## config.mk

```make
export PLATFORM = sky130hd
export DESIGN_NAME = ifetch_stage
export DESIGN_NICKNAME = d
export VERILOG_FILES = /design/src/rtl/ifetch_stage.sv
export SDC_FILE = /design/constraint.sdc
export NUM_CORES = 1
export LEC_CHECK = 0
export CAP_MARGIN = 10
export CORE_MARGIN = 2
export CORE_UTILIZATION = 40
export CTS_CLUSTER_DIAMETER = 60
export DETAILED_ROUTE_END_ITERATION = 7
export HOLD_SLACK_MARGIN = 0.1
export PLACE_DENSITY = 0.67
export SYNTH_ARGS = -nofsm -noshare
export SYNTH_HDL_FRONTEND = slang
export SYNTH_SLANG_ARGS = --single-unit
```

## constraint.sdc

```tcl
create_clock -name clk -period 6.6 [get_ports clk]
set_input_delay 0.99 -clock clk [delete_from_list [all_inputs] [get_ports clk]]
set_output_delay 0.99 -clock clk [all_outputs]
set_load 0.02 [all_outputs]
```

## src/rtl/ifetch_stage.sv

```systemverilog
// Instruction fetch stage: owns the PC and fetches one word at a time over a req/ack
// handshake, presenting the latched instruction, its PC and the immediate-format code.
module ifetch_stage #(
   parameter logic [31:0] RESET_PC = 32'h0000_0000,
   parameter logic [31:0] PC_STEP  = 32'd4
) (
   input  logic        clk,
   input  logic        res_n,
   input  logic        stall,
   input  logic        redirect_valid,
   input  logic [31:0] redirect_pc,
   output logic        imem_req,
   output logic [31:0] imem_addr,
   input  logic        imem_ack,
   input  logic [31:0] imem_rdata,
   output logic [31:0] instruction,
   output logic [7:0]  control,
   output logic [31:0] pc_out,
   output logic        inst_valid
);

   typedef enum logic [1:0] {
      IDLE  = 2'd0,
      REQ   = 2'd1,
      VALID = 2'd2
   } state_t;

   state_t      state_q, state_d;
   logic [31:0] pc_q, pc_d;
   logic        req_q, req_d;
   logic [31:0] addr_q, addr_d;
   logic [31:0] instr_q, instr_d;
   logic [7:0]  ctrl_q, ctrl_d;
   logic [31:0] pcOut_q, pcOut_d;
   logic        valid_q, valid_d;
   logic        kill_q, kill_d;
   logic [31:0] redirectTarget;

   assign redirectTarget = redirect_pc & ~32'h0000_0003;

   always_ff @(posedge clk or negedge res_n) begin
      if (!res_n) begin
         state_q <= IDLE;
         pc_q    <= RESET_PC;
         req_q   <= 1'b0;
         addr_q  <= 32'h0;
         instr_q <= 32'h0;
         ctrl_q  <= 8'h0;
         pcOut_q <= 32'h0;
         valid_q <= 1'b0;
         kill_q  <= 1'b0;
      end else begin
         state_q <= state_d;
         pc_q    <= pc_d;
         req_q   <= req_d;
         addr_q  <= addr_d;
         instr_q <= instr_d;
         ctrl_q  <= ctrl_d;
         pcOut_q <= pcOut_d;
         valid_q <= valid_d;
         kill_q  <= kill_d;
      end
   end

   always_comb begin
      state_d = state_q;
      pc_d    = pc_q;
      req_d   = req_q;
      addr_d  = addr_q;
      instr_d = instr_q;
      ctrl_d  = ctrl_q;
      pcOut_d = pcOut_q;
      valid_d = valid_q;
      kill_d  = kill_q;
      case (state_q)
         IDLE: begin
            if (redirect_valid) begin
               pc_d = redirectTarget;
            end else if (!stall) begin
               req_d   = 1'b1;
               addr_d  = pc_q;
               state_d = REQ;
            end
         end
         REQ: begin
            // A request cannot be withdrawn, so a redirect only marks the in-flight word for discard.
            if (imem_ack) begin
               if (kill_q || redirect_valid) begin
                  req_d   = 1'b0;
                  kill_d  = 1'b0;
                  state_d = IDLE;
                  if (redirect_valid) begin
                     pc_d = redirectTarget;
                  end
               end else begin
                  instr_d = imem_rdata;
                  ctrl_d  = {3'b000, imem_rdata[6:2]};
                  pcOut_d = addr_q;
                  valid_d = 1'b1;
                  pc_d    = pc_q + PC_STEP;
                  req_d   = 1'b0;
                  state_d = VALID;
               end
            end else if (redirect_valid) begin
               kill_d = 1'b1;
               pc_d   = redirectTarget;
            end
         end
         VALID: begin
            if (redirect_valid) begin
               valid_d = 1'b0;
               pc_d    = redirectTarget;
               state_d = IDLE;
            end else if (!stall) begin
               valid_d = 1'b0;
               req_d   = 1'b1;
               addr_d  = pc_q;
               state_d = REQ;
            end
         end
         default: begin
            state_d = IDLE;
         end
      endcase
   end

   assign imem_req    = req_q;
   assign imem_addr   = addr_q;
   assign instruction = instr_q;
   assign control     = ctrl_q;
   assign pc_out      = pcOut_q;
   assign inst_valid  = valid_q;

endmodule

```

==> flow_summary.yaml <==
status:
  status: "finished clean"
timing:
  tightest_slew_ns: 1.07
  max_freq_ghz: 0.315
  rsz0062_at_grt: "no"
  holdWs_ns: 0.471
  finalHoldViolCount: 0
  fin_crit_sh_pct: 48.1
  finalClockSkew_ns: 0.0121
  relSlewSlack_pct: 28.6
  slew_viol_final: 0
  period_needed_ns: 3.18
  fin_tns_setup_ns: 0
  setup_viol: 0
synth:
  yosysSeqAreaShare_pct: 57.5
  async_reset_ff_share_pct: 100
  ys.flop_type: "dfrtp_1"
  synth_common_cells: "nand2_1, dfrtp_1, nor2_1, mux2_2, clkbuf_1"
  yosysTopAreaCell: "dfrtp_1"
  yosysUniqueCellTypes: 54
  ys_warn_count: 0
  avgSynthCellArea_um2: 9.62
  synth_edf_count: 0
  syn-cell-area_um2: 5790
  netlist_instances: 602
  synthTopCellsByArea: "dfrtp_1, nand2_1, mux2_2, nor2_1, a21oi_1"
  synth_top_area_share_pct: 57.5
  ys_seq_elements: 133
  synth_most_common_cell: "nand2_1"
floorplanning:
  fp.dieW_um: 124
  die_h_um: 124
  ioPinCount: 175
  initial_core_util_pct: 41.4
  row_count: 43
  die_area_um2: 15500
  core_um2: 14000
cells_and_area:
  area_growth_pct: 41.6
  diodes: 0
  fin_area_um2: 8200
  finalNetCount: 832
  drive_above_1_share_pct: 10.6
setup_path:
  timing.rr.start: "pc_q[2]$_DFFE_PN0P_"
  endpoint_kind: "flip-flop"
  critPathArrivalTime_ns: 3.52
  cp-endpoint: "pc_q[30]$_DFFE_PN0P_"
  r2r_cells: 6
  cp_top_family: "simple AND/OR/NAND/NOR gates"
  path_max_fanout: 49
  cp.required_ns: 6.95
  cp.depth: 5
  slowest_stage: "or3_2"
  critPathLaunch: "redirect_valid"
  critical_path_class: "input pin to flip-flop"
  cpPeakStageDelay_ns: 1.04
  r2r_end: "pc_q[24]$_DFFE_PN0P_"
  crit_chain: "clkdlybuf4s50_1 > or3_2 > nor2_1 > or4b_1 > nand3_1"
  startpoint_type: "input pin"
  cp_num_buf_inv: 1
  regToRegSetupSlack_ns: 4.19
clock_network:
  cts-hold-fix-buffers: 0
  clock_sinks: 133
  cts_buffer_depth: 2
  clk_latency_ns: 0.43
  numCtsBuffers: 17
  htree_levels: 4
  clkTransAtPathRegs_ns: 0.05
  cts_tree: "built"
  cts_resized: 0
  root_buffer: "clkbuf_16"
  post-cts-setup-buffer-count: 0
worst_hold_path:
  hold_class: "flip-flop to flip-flop"
  min-delay-start: "pc_out[5]$_DFFE_PN0P_"
power_and_ir_drop:
  ir_drop_mv: 0.189
  power_density_nw_per_um2: 422
  p_leak_uw: 0.00361
detailed_routing:
  wl_per_cell_um: 15.9
  drc_errors: 0
  ant_nets: 0
  dr.pass1.iters: 4
  drt-total-wl_mm: 15.2
  num_vias: 4929
  drtIter0Drc: 253
  viasPerCell: 5.17
global_route:
  grt.overflow.total: 0
  grt_antenna_before_repair: 0
  grt_max_degree: 71
  grt_pass1_wl_mm: 25.1
  grt_pass1_vias: 4807
  grt_use_total_pct: 20.1
job:
  max_cap_viol_count: 0
place:
  portBuffers: 169
  gp_congestion: 0.875
  dp_hpwl_mm: 10.6
  placed_cell_area_um2: 7600
## metrics by stage
| stage | setup WS, ns | instances | total power (uW) | utilization (%) |
|---|---|---|---|---|
| detailed placement | 2.68 | 922 | 2530 | 54.3 |
| finish | 3.42 | 953 | 3460 | 58.6 |
| global route | 3.25 | 953 | 3640 | 58.6 |
| CTS | 3.12 | 952 | 3490 | 58.5 |
| global placement | 2.78 | 922 | 2500 | 54.3 |
| floorplan | 4.13 | 604 | 1870 | - |
## per-layer routing
metal | track usage (%) | part of all wire, % | vias to the layer above
met2 | 31.9 | 48 | 150
met5 | 0 | 0 | -
met1 | 26.4 | 45 | 2414
met3 | 5.11 | 5.3 | 17
met4 | 8.13 | 1.9 | 0
li1 | - | - | 2348
## worst reg2reg max path, cell delays in order, from the launching register on
cell and delay, ns:
dfrtp_1 0.45, ha_1 0.24, nand3_2 0.13, or4_1 0.78, o311ai_2 0.31, o41ai_1 0.11, a221o_1 0.28
## how the worst min path moves through the flow
stage                             endpoint  slack [ns]  depth (start not counted)
2_1_floorplan          pc_q[0]$_DFFE_PN0P_        0.45                          1
3_3_place_gp   instruction[22]$_DFFE_PN0P_        0.46                          2
3_5_place_dp        pc_out[23]$_DFFE_PN0P_        0.46                          2
4_1_cts             pc_out[15]$_DFFE_PN0P_        0.48                          2
5_1_grt             pc_out[25]$_DFFE_PN0P_        0.49                          2
6_report             pc_out[5]$_DFFE_PN0P_        0.47                          2
## registers in the layout, indices dropped and copies added (netlist names)
register and count:
inst_valid 1, instruction 32, imem_req 1, imem_addr 32
pc_out 32, kill_q 1, state_q 2, pc_q 32
## layout by cell type, fill, tap and decap left out, types with 3 or more instances in the layout
master           instances
o21ai_1                  3
o21ai_0                  9
or4_1                    3
mux2_2                  33
nor2_1                  40
bufinv_16                3
dfrtp_1                133
and2_1                   5
conb_1                   3
clkdlybuf4s50_1        168
clkinv_2                 3
mux2i_1                  3
buf_4                    8
clkbuf_16               17
a221o_1                  3
a311oi_1                 4
nand3_1                 13
a21oi_1                 20
nor3_1                  12
o32ai_1                  5
nand4_1                  6
nor2b_1                  3
nand2_1                212
a22oi_1                  4
nor3_2                   3
o22ai_1                  4
a211oi_1                 4
inv_1                    5
## logic make-up after synthesis
group	Yosys count	synth area share, %
AO/OA/AOI/OAI	70	8.28
adder cells (fa/ha/maj)	1	0.216
buffers and inverters	44	3.59
flip-flops	133	57.5
multiplexers	36	6.94
other	1	0.0648
AND/OR/NAND/NOR	317	23.4
## power by group
| part | switching [uW] | internal [uW] | total [uW] |
|---|---|---|---|
| combinational | 624 | 609 | 1230 |
| clock | 343 | 607 | 951 |
| sequential | 191 | 1080 | 1270 |
| total | 1160 | 2300 | 3460 |
## layout make-up
type / instances / area [um^2]
clock buffer: 21 / 460
clock inverter: 9 / 129
fill: 1224 / 5790
inverter: 5 / 18.8
multi-input combinational: 427 / 2270
sequential: 133 / 3330
tap: 180 / 225
timing repair buffer: 178 / 1760
No activity file was read; power rests on OpenSTA's default activity.
